### src/rtl/gf2m_sqrt_iter.sv
// gf2m_sqrt_iter: iterative square root over GF(2^M) with reduction polynomial F.
// c = sqrt(a) = a^(2^(M-1)) mod F, computed by repeated squaring of a registered
// accumulator. Start/done handshake; c holds until the next accepted start.
// Optional build macro GF2M_SQRT_UNROLL2_EN: two squarer stages per step,
// which roughly halves the latency. The results are bit-identical to the single-stage build.
module gf2m_sqrt_iter #(
  parameter int            M = 163,
  parameter logic [M-1:0]  F = M'(8'hC9)
) (
  input  logic         clk,
  input  logic         rst_n,
  input  logic         start,
  input  logic [M-1:0] a,
  output logic         busy,
  output logic         done,
  output logic [M-1:0] c
);

  localparam int CW = $clog2(M);

`ifdef GF2M_SQRT_UNROLL2_EN
  // Two squarings per step: ceil((M-1)/2) steps. When M-1 is odd, the final step uses a single stage.
  localparam logic [CW-1:0] CNT_LOAD = CW'(M / 2);
  localparam logic          ODD      = ((M - 1) % 2) == 1;
`else
  localparam logic [CW-1:0] CNT_LOAD = CW'(M - 1);
`endif

  typedef enum logic {IDLE, RUN} state_t;

  state_t         state_reg, state_next;
  logic [M-1:0]   acc_reg, acc_next;
  logic [CW-1:0]  cnt_reg, cnt_next;
  logic [M-1:0]   c_next;
  logic           busy_next, done_next;
  logic [M-1:0]   sq1, step;
`ifdef GF2M_SQRT_UNROLL2_EN
  logic [M-1:0]   sq2;
  logic           odd_reg, odd_next;
`endif

  // Field square: spread bits to even positions, then fold every term x^i (i >= M)
  // back down using x^M = F.
  function automatic logic [M-1:0] sq(input logic [M-1:0] x);
    logic [2*M-2:0] t;
    t = '0;
    for (int i = 0; i < M; i++) begin
      t[2*i] = x[i];
    end
    for (int i = 2*M-2; i >= M; i--) begin
      if (t[i]) begin
        t[i-M +: M] = t[i-M +: M] ^ F;
        t[i] = 1'b0;
      end
    end
    return t[M-1:0];
  endfunction

  // Squarer stage(s) applied to the accumulator.
  always_comb begin
    sq1 = sq(acc_reg);
`ifdef GF2M_SQRT_UNROLL2_EN
    sq2 = sq(sq1);
`endif
  end

  // Next-state and datapath update logic.
  always_comb begin
    state_next = state_reg;
    acc_next   = acc_reg;
    cnt_next   = cnt_reg;
    c_next     = c;
    busy_next  = busy;
    done_next  = 1'b0;
    step       = sq1;
`ifdef GF2M_SQRT_UNROLL2_EN
    odd_next   = odd_reg;
    step       = (odd_reg && (cnt_reg == CW'(1))) ? sq1 : sq2;
`endif
    case (state_reg)
      IDLE: begin
        if (start) begin
          acc_next   = a;
          cnt_next   = CNT_LOAD;
          busy_next  = 1'b1;
          state_next = RUN;
`ifdef GF2M_SQRT_UNROLL2_EN
          odd_next   = ODD;
`endif
        end
      end
      RUN: begin
        acc_next = step;
        cnt_next = cnt_reg - CW'(1);
        if (cnt_reg == CW'(1)) begin
          c_next     = step;
          done_next  = 1'b1;
          busy_next  = 1'b0;
          state_next = IDLE;
        end
      end
      default: state_next = IDLE;
    endcase
  end

  // State and datapath registers; reset aborts any operation in flight.
  always_ff @(posedge clk or negedge rst_n) begin
    if (!rst_n) begin
      state_reg <= IDLE;
      acc_reg   <= '0;
      cnt_reg   <= '0;
      c         <= '0;
      busy      <= 1'b0;
      done      <= 1'b0;
`ifdef GF2M_SQRT_UNROLL2_EN
      odd_reg   <= 1'b0;
`endif
    end else begin
      state_reg <= state_next;
      acc_reg   <= acc_next;
      cnt_reg   <= cnt_next;
      c         <= c_next;
      busy      <= busy_next;
      done      <= done_next;
`ifdef GF2M_SQRT_UNROLL2_EN
      odd_reg   <= odd_next;
`endif
    end
  end

endmodule
### config.mk
export PLATFORM = sky130hd
export DESIGN_NAME = gf2m_sqrt_iter
export DESIGN_NICKNAME = d
export VERILOG_FILES = /design/src/rtl/gf2m_sqrt_iter.sv
export SDC_FILE = /design/constraint.sdc
export NUM_CORES = 1
export LEC_CHECK = 0
export ABC_AREA = 1
export ABC_CLOCK_PERIOD_IN_PS = 1700
export CORE_MARGIN = 2
export CORE_UTILIZATION = 45
export CTS_CLUSTER_DIAMETER = 100
export DETAILED_ROUTE_END_ITERATION = 12
export PLACE_DENSITY = 0.79
export SYNTH_ARGS = -nofsm -noshare
export SYNTH_HDL_FRONTEND = slang
export SYNTH_SLANG_ARGS = --single-unit
### constraint.sdc
create_clock -name clk -period 1.7 [get_ports clk]
set_input_delay 0.255 -clock clk [delete_from_list [all_inputs] [get_ports clk]]
set_output_delay 0.255 -clock clk [all_outputs]
set_load 0.05 [all_outputs]
==> results.json <==
{
  "yosys_warnings": 0,
  "cpMaxStageDelayCell": "dfrtp_1",
  "hold_path.class": "in2async",
  "die_y_microns": 194,
  "clockRootBuffer": "clkbuf_16",
  "comb_power_share_pct": 48.2,
  "crit_chain": "inv_2 > ha_2 > nand2_2 > nor3_4 > buf_12 > inv_12 > clkbuf_16 > nand2_1 > nand2_1",
  "whs_ns": 0.245,
  "yosysTopAreaCell": "dfrtp_1",
  "switching_share_pct": 46.4,
  "path_delay_family": "buffers and inverters",
  "fin_worst_skew_ns": 0.0157,
  "synth.distinct_cells": 26,
  "path_depth": 9,
  "grt_pass1_wl_mm": 81.4,
  "synth_edf_count": 0,
  "die_w_microns": 194,
  "synthesis.instances": 1948,
  "multi_input_area_sq_um": 6930,
  "worst_slew_pin_slew_ns": 0.510,
  "antenna_found_initial": 0,
  "viasPerCell": 5.36,
  "rrSetupSlack_ns": -0.05,
  "power_density_nw_per_um2": 2180,
  "seqCellArea_sq_um": 8440,
  "cp-start-kind": "register",
  "clk_pin_slew_ns": 0.06,
  "finalHoldViolations": 0,
  "diodes": 0,
  "dp_hpwl_mm": 38.7,
  "h-tree-depth": 2,
  "syn_avg_cell_area_sq_um": 8.30,
  "first_iter_violations": 1327,
  "reg2reg_depth": 9,
  "seq_area_frac_synth_pct": 52.2,
  "synth.top_cell.area_share_pct": 52.2,
  "grt_max_degree": 99,
  "dpl.cell_count": 2645,
  "r2r_end": "c[81]",
  "setup_violations": 112,
  "cpPeakStageDelay_ns": 0.40,
  "pwr-share-clk_pct": 17.5,
  "synthFlopType": "dfrtp_1",
  "overflow": 0,
  "num_vias": 14600,
  "cts_tree": "yes",
  "dp_slack_ns": -0.0490,
  "drcViolationCount": 0,
  "grt_pass1_vias": 14200,
  "setup_slack_ns": -0.0503,
  "critical_path_class": "reg2reg",
  "drive_above_1_share_pct": 13.2,
  "drv_slew": 0,
  "internal_power_mw": 24.7,
  "min_period_over_period_pct": 103,
  "nFillCells": 3012,
  "rsz0062_at_grt": "yes",
  "dieArea_sq_um": 37500,
  "clk_latency_ns": 0.52,
  "cp.arrival_ns": 2.15,
  "portBuffers": 330,
  "clkSinkCount": 337,
  "ys_ff_latch": 337,
  "io_pins": 331,
  "final.min_clock_period_ns": 1.75,
  "r2r-start": "cnt_reg[1]",
  "first_pass_iters": 5,
  "end_kind": "register",
  "synth_area_sq_um": 16200,
  "required_ns": 2.10,
  "row_count": 69,
  "track_usage_pct": 27.7,
  "initial_core_util_pct": 45.6,
  "cp_common_cell": "nand2_1",
  "core_area_sq_um": 35500,
  "power.leakage_nw": 10.6,
  "worst-path-max-fanout": 20,
  "netlist_top_cells_area": "dfrtp_1, nand2_1, xnor2_1",
  "power_frac_seq_pct": 34.3,
  "fin_cells": 2721,
  "path_buf_inv": 4,
  "ant_nets": 0,
  "relSlewSlack_pct": 66.0,
  "cts_max_path_buffers": 3,
  "violations": "setup timing",
  "switching_power_mw": 21.4,
  "cts-buffers-inserted": 36,
  "drt-wirelength-per-cell_microns": 20.4,
  "gp_congestion": 0.941,
  "fmax_ghz": 0.571,
  "placed_cell_area_sq_um": 19700,
  "async_flop_share_pct": 100,
  "final_nets": 2404,
  "final_cell_area_sq_um": 21200,
  "synth_nets": 2116,
  "status": "complete, but fails checks",
  "drv_cap": 0,
  "area_growth_pct": 31.0,
  "peakVddDrop_v": 0.00144,
  "total_power_mw": 46.1,
  "routed_wl_mm": 55.4
}
[area by class of cell]
type,count,share of cell area (%)
timing repair buffer,400,18.4
sequential,337,39.8
clock inverter,8,0.662
multi-input combinational,1419,32.7
clock buffer,54,4.91
inverter,42,0.803
tap,461,2.72
[layer usage]
metal / wire (microns) / vias up / global-route usage [%]
li1: - / 6552 / -
met1: 22100 / 7080 / 37.8
met2: 26300 / 819 / 44.5
met3: 5050 / 123 / 5.23
met4: 1990 / 0 / 9.39
met5: 0 / - / 0
[worst max path at each step]
stage | from | end | slack, ns
2_1_floorplan | cnt_reg[1] | c[101] | 0.27
3_3_place_gp | cnt_reg[1] | c[3] | -0.002
3_5_place_dp | start | cnt_reg[4] | -0.05
4_1_cts | cnt_reg[2] | c[29] | 0.0008
5_1_grt | cnt_reg[1] | c[3] | -0.11
6_report | cnt_reg[1] | c[81] | -0.05
[logic make-up (layout without fill, tap and decap cells)]
| group | count (synthesis) | in the layout | synth area share (%) |
|---|---|---|---|
| simple gates | 1133 | 1133 | 27.6 |
| flops | 337 | 337 | 52.2 |
| xor+xnor | 238 | 238 | 12.9 |
| buf+inv | 192 | 504 | 5.20 |
| compound gates | 46 | 46 | 2.00 |
| fa+ha+maj | 2 | 2 | 0.155 |
[what timing repair did]
action	in CTS	in global routing
gates resized for setup	1	24
hold buffers	1	0
setup buffers	0	3
pin swaps	1	1
setup endpoints to repair	11	169
cloned	0	10
endpoints found under the hold margin	38	0
[per-stage QoR]
step	TNS (ns)	util [%]
floorplan	0	-
global route	-11.90	59.7
CTS	0	58.8
global placement	-0.00182	55.4
finish	-1.91	59.7
detailed placement	-0.265	55.4
[cells in the mapped netlist (all sizes together) (3+ instances only)]
library cell and instances:
a22o 3, buf 65, clkbuf 85, dfrtp 337, inv 42, nand2 967
nand3 154, nor2 9, o211ai 24, o21ai 10, o21bai 3, xnor2 129
xor2 109
[cells in the final DEF, fill, tap and decap left out, types with 2 or more instances in the layout]
cell type / netlist / final
buf_12: 0 / 20
bufinv_16: 0 / 4
xnor2_1: 129 / 129
xor2_1: 109 / 109
o21bai_1: 3 / 3
clkinv_2: 0 / 4
clkdlybuf4s50_1: 0 / 164
buf_6: 8 / 2
buf_8: 0 / 2
o21ai_0: 10 / 10
buf_16: 0 / 3
nand2_1: 967 / 962
nor2_4: 0 / 2
buf_4: 1 / 200
nand2_2: 0 / 5
clkbuf_1: 85 / 12
a22o_1: 3 / 3
o211ai_1: 24 / 24
clkbuf_8: 0 / 5
clkbuf_16: 0 / 45
nand3_1: 154 / 154
o31ai_1: 2 / 2
dfrtp_1: 337 / 336
inv_1: 42 / 40
nor2_1: 8 / 7
[power groups by stage]
stage	combinational [mW]	clock [mW]	sequential (mW)
after global placement	21.4	0	15.8
after global routing	24.3	8.49	16.2
final	22.2	8.05	15.8
after floorplan	13.2	0	17.3
after CTS	22.1	8.08	15.8
after detailed placement	21.9	0	15.8
(Power assumes the default switching activity.)
